`config.mk`:
```
export PLATFORM = sky130hd
export DESIGN_NAME = camera_line_ctrl_module
export DESIGN_NICKNAME = d
export VERILOG_FILES = /design/src/rtl/camera_line_ctrl_module.sv
export SDC_FILE = /design/constraint.sdc
export NUM_CORES = 1
export LEC_CHECK = 0
export CORE_UTILIZATION = 40
export CTS_CLUSTER_SIZE = 28
export DETAILED_ROUTE_END_ITERATION = 10
export GPL_ROUTABILITY_DRIVEN = 1
export SLEW_MARGIN = 40
export SYNTH_ARGS = -nofsm -noshare
export SYNTH_HDL_FRONTEND = slang
export SYNTH_SLANG_ARGS = --single-unit
export TNS_END_PERCENT = 20
```
`constraint.sdc`:
```
create_clock -name clk -period 3.1 [get_ports clk]
set_input_delay 0.93 -clock clk [delete_from_list [all_inputs] [get_ports clk]]
set_output_delay 0.93 -clock clk [all_outputs]
set_load 0.02 [all_outputs]
```
`src/rtl/camera_line_ctrl_module.sv`:
```
// Control FSM for a single-line capture buffer: gates writes and reads, keeps counters
// aligned with the buffer's internal addresses and flushes them back to zero on a frame start.
module camera_line_ctrl_module #(
  parameter int unsigned XSIZE = 160,
  parameter int unsigned YSIZE = 120
) (
  input  logic       clk,
  input  logic       rst,
  input  logic       iVsync,
  input  logic       iPixEn,
  input  logic       iRdReq,
  input  logic       iSinkReady,
  output logic [1:0] oEn,
  output logic       oRdValid,
  output logic       oLineStart,
  output logic       oLineLast,
  output logic       oFrameDone,
  output logic       oDrop,
  output logic [6:0] oLineCnt
);

  localparam int unsigned CW = (XSIZE > 1) ? $clog2(XSIZE) : 1;
  localparam logic [CW-1:0] XLAST = CW'(XSIZE - 1);
  localparam logic [6:0]    YLAST = 7'(YSIZE - 1);

  localparam logic [1:0] S_IDLE  = 2'd0;
  localparam logic [1:0] S_WAIT  = 2'd1;
  localparam logic [1:0] S_READ  = 2'd2;
  localparam logic [1:0] S_FLUSH = 2'd3;

  logic [1:0]    state_q, state_d;
  logic [CW-1:0] wcnt_q, wcnt_d;
  logic [CW-1:0] rcnt_q, rcnt_d;
  logic          full_q, full_d;
  logic          drop_q, drop_d;
  logic          odrop_q, odrop_d;
  logic [6:0]    linecnt_q, linecnt_d;
  logic          rdvalid_q, rdvalid_d;
  logic          lstart_q, lstart_d;
  logic          llast_q, llast_d;
  logic          fdone_q, fdone_d;
  logic [1:0]    en;
  logic          drop_now;
  logic          full_set, full_clr;

  always_comb begin
    state_d   = state_q;
    wcnt_d    = wcnt_q;
    rcnt_d    = rcnt_q;
    drop_d    = drop_q;
    odrop_d   = odrop_q;
    linecnt_d = linecnt_q;
    fdone_d   = 1'b0;
    full_set  = 1'b0;
    full_clr  = 1'b0;
    en        = '0;
    // The first word of a line already sees the drop decision it triggers.
    drop_now  = (wcnt_q == '0) ? full_q : drop_q;

    case (state_q)
      S_WAIT, S_READ: begin
        en[1] = iPixEn & ~drop_now;
        en[0] = (state_q == S_READ) ? iSinkReady : 1'b0;
        if (iPixEn) begin
          wcnt_d = (wcnt_q == XLAST) ? '0 : wcnt_q + CW'(1);
          if (wcnt_q == '0) begin
            drop_d = full_q;
            if (full_q) odrop_d = 1'b1;
          end
          if (wcnt_q == XLAST && !drop_now) full_set = 1'b1;
        end
      end
      S_FLUSH: begin
        en[1] = (wcnt_q != '0);
        en[0] = (rcnt_q != '0);
        if (en[1]) wcnt_d = (wcnt_q == XLAST) ? '0 : wcnt_q + CW'(1);
      end
      default: ;
    endcase

    if (en[0]) rcnt_d = (rcnt_q == XLAST) ? '0 : rcnt_q + CW'(1);

    case (state_q)
      S_WAIT: if (iRdReq && full_q) state_d = S_READ;
      S_READ: begin
        if (en[0] && rcnt_q == XLAST) begin
          full_clr = 1'b1;
          if (linecnt_q == YLAST) begin
            fdone_d   = 1'b1;
            linecnt_d = '0;
            state_d   = S_IDLE;
          end else begin
            linecnt_d = linecnt_q + 7'd1;
            state_d   = S_WAIT;
          end
        end
      end
      default: ;
    endcase

    full_d = (full_q & ~full_clr) | full_set;

    if (state_q == S_FLUSH) begin
      if (wcnt_q == '0 && rcnt_q == '0) begin
        full_d    = 1'b0;
        drop_d    = 1'b0;
        odrop_d   = 1'b0;
        linecnt_d = '0;
        state_d   = S_WAIT;
      end
    end else if (iVsync) begin
      if (state_q != S_READ && wcnt_q == '0 && rcnt_q == '0) begin
        full_d    = 1'b0;
        drop_d    = 1'b0;
        odrop_d   = 1'b0;
        linecnt_d = '0;
        state_d   = S_WAIT;
      end else begin
        state_d = S_FLUSH;
      end
    end

    rdvalid_d = en[0] & (state_q != S_FLUSH);
    lstart_d  = rdvalid_d & (rcnt_q == '0);
    llast_d   = rdvalid_d & (rcnt_q == XLAST);

    if (rst) en = '0;
  end

  always_ff @(posedge clk) begin
    if (rst) begin
      state_q   <= S_IDLE;
      wcnt_q    <= '0;
      rcnt_q    <= '0;
      full_q    <= 1'b0;
      drop_q    <= 1'b0;
      odrop_q   <= 1'b0;
      linecnt_q <= '0;
      rdvalid_q <= 1'b0;
      lstart_q  <= 1'b0;
      llast_q   <= 1'b0;
      fdone_q   <= 1'b0;
    end else begin
      state_q   <= state_d;
      wcnt_q    <= wcnt_d;
      rcnt_q    <= rcnt_d;
      full_q    <= full_d;
      drop_q    <= drop_d;
      odrop_q   <= odrop_d;
      linecnt_q <= linecnt_d;
      rdvalid_q <= rdvalid_d;
      lstart_q  <= lstart_d;
      llast_q   <= llast_d;
      fdone_q   <= fdone_d;
    end
  end

  assign oEn        = en;
  assign oRdValid   = rdvalid_q;
  assign oLineStart = lstart_q;
  assign oLineLast  = llast_q;
  assign oFrameDone = fdone_q;
  assign oDrop      = odrop_q;
  assign oLineCnt   = linecnt_q;

endmodule

```
==> out/metrics.csv <==
metric;value;unit
status;finished clean;
leakage;0.756;nW
Crit path largest cell delay;0.52;ns
initial antenna violation count;0;
critical path capture point type;output pin;
Post-CTS Hold Buffers;0;
routed vias/inst;5.34;
top_reg_cell synth;dfxtp_1;
Post-CTS Setup Inserts;0;
Hold Slack;0.482;ns
post-placement cell area;2050;um^2
Hold Path Class;reg -> reg;
Placeable Area;4090;um^2
Netlist cell types;45;
# rows;23;
most frequent cells in the layout;dfxtp_1 (32), nor2_1 (27), clkdlybuf4s50_1 (17);
Antenna Cells;0;
Comb pwr share;10.6;%
Finished Cell Area;2140;um^2
min Tclk post-route;3.00;ns
Total Routing Usage GR;18.8;%
Reg power frac;49.8;%
Max Cap Viol;0;
CP max FO;2;
Post-layout nets;252;
RSZ-0062 raised after global routing;false;
Wirelength per Cell;13.4;um
Starting Density;42.7;%
total power;0.000844;W
Ports;20;
WS Path Type;in -> out;
CTS tree;yes;
commonest non-fill, non-tap cell in the layout;dfxtp_1;
ANT nets after route;0;
setup tns final;0;ns
CTS resizes;5;
routed wire length;3850;um
Die X;68.0;um
Peak Freq;333;MHz
share of layout cells above drive strength 1;12.2;%
Internal Power;0.000635;W
Final Max Slew Viols;0;
die span in y;68.0;um
Max IR drop VDD;0.000212;V
Cell Chain, Critical Path;clkdlybuf4s50_1, a221oi_4, or2_2, nor2_1, buf_2;
CP max stage cell;clkdlybuf4s50_1;
PortBufs;19;
worst-margin pin slew;0.599;ns
fraction of registers with async set/reset;0;%
grt ovf;0;
switching share of power;24.7;%
iteration count of the initial detailed-routing pass;4;
DR iter-0 viols;120;
Final Cycle Share;96.8;%
NetSw;0.000209;W
hold depth;2;
number of global-route vias before repair;1461;
Worst Clk Skew;0.00346;ns
Relative slew margins;59.8;%
Pwr Density;394;nW/um^2
Mean Syn Cell Area;8.51;um^2
critical path data arrival time;2.07;ns
via count;1539;
Seq/Total Area, Yosys;36.7;%
clk sinks;32;
Yosys reg bits;32;
Critical Path Source Type;primary input;
Max Buffers Root-to-Sink;2;
Worst-Skew Late Latency;0.28;ns
Root Buffer;clkbuf_8;
CP Data Required Time;2.17;ns
Clock transition at path regs;0.07;ns
YS warnings;0;
Cell Count, Final, Fillers Out;288;
first-pass GRT wire length;6400;um
largest net degree at the start of global routing;14;
Synth Cell Area;1740;um^2
Area growth, synth to finish;22.9;%
H-tree levels;2;
Cells after DPL;280;
Setup-failing EPs final;0;
Final Hold Fails;0;
placer congestion estimate;0.798;
clock network power share;39.6;%
number of synthesized flops with an enable pin;0;
die area;4630;um^2
Post-Syn Instances;205;
final routed DRC violation total;0;
DP Wirelength;2870;um
Synth Net Count;220;
R2R cell count;7;
total CTS buffers;5;
critical path, delay by kind of cell:
| family | cells | cell delay (ns) |
|---|---|---|
| and+or+nand+nor | 2 | 0.37 |
| buffers and inverters | 2 | 0.69 |
| AOI/OAI and AO/OA | 1 | 0.08 |
synthesized netlist by cell type (2+ instances only):
cell | n | area, um^2
a21oi_1 | 10 | 50.1
and2_1 | 2 | 12.5
and3_1 | 4 | 25.0
and4_1 | 3 | 26.3
buf_6 | 2 | 22.5
clkbuf_1 | 5 | 18.8
dfxtp_1 | 32 | 641
ha_1 | 9 | 113
inv_1 | 10 | 37.5
mux2i_1 | 6 | 60.1
nand2_1 | 11 | 41.3
nand3_1 | 13 | 65.1
nand4_1 | 7 | 43.8
nand4b_1 | 2 | 17.5
nor2_1 | 27 | 101
nor3_1 | 13 | 65.1
nor4_1 | 5 | 31.3
o21ai_0 | 6 | 30.0
or3_1 | 2 | 12.5
xnor2_1 | 9 | 78.8
xor2_1 | 3 | 26.3
routing by layer:
| layer | vias to the layer above | global-route usage (%) | part of all wire (%) |
|---|---|---|---|
| met3 | 4 | 5.33 | 3.9 |
| met4 | 0 | 7.03 | 1.3 |
| met1 | 705 | 21.4 | 47 |
| met5 | - | 0 | 0 |
| li1 | 798 | - | - |
| met2 | 32 | 33.0 | 48 |
kinds of logic after synthesis:
logic type	count (synthesis)	share of synthesized area, %
AOI/OAI and AO/OA	31	13.0
xor gates and xnor gates	12	6.03
adders and majority gates	9	6.46
buffers and inverters	18	4.95
DFF	32	36.7
muxes	7	4.09
and+or+nand+nor	96	28.8
stage by stage:
step | util [%] | setup slack, ns
2_1_floorplan | - | 0.403
5_1_grt | 52.4 | 0.000161
3_5_place_dp | 50.2 | -0.366
3_3_place_gp | 50.2 | -0.370
4_1_cts | 52.3 | 0.0821
6_report | 52.4 | 0.0987
cell type report:
cell class              instances  area, um^2
clock buffers                   8        90.1
inverters                      10        37.5
flip-flops and latches         32         641
fillers                       403        1940
well taps                      50        62.6
multi-input cells             155        1020
repair buffers                 33         289
path summary, 6_finish.rpt:
kind | to | from | slack, ns
max | oEn[0] | iSinkReady | 0.1
min | oDrop | oDrop | 0.48
max reg2reg | drop_q | rcnt_q[0] | 0.68
min reg2reg | oDrop | oDrop | 0.48
state kept, by name, summed over array words and instances, names as in the netlist:
register    count
state_q         2
drop_q          1
oLineCnt        7
oLineStart      1
wcnt_q          8
rcnt_q          8
oRdValid        1
full_q          1
oFrameDone      1
oLineLast       1
oDrop           1
power groups by stage:
stage	registers (W)	clock network [W]	logic (W)
after detailed placement	0.000430	0	0.0000898
final	0.000421	0.000334	0.0000894
after floorplan	0.000429	0	0.0000582
after global placement	0.000430	0	0.0000884
after CTS	0.000421	0.000337	0.0000896
after global routing	0.000421	0.000361	0.0000997
(Power assumes the default switching activity.)
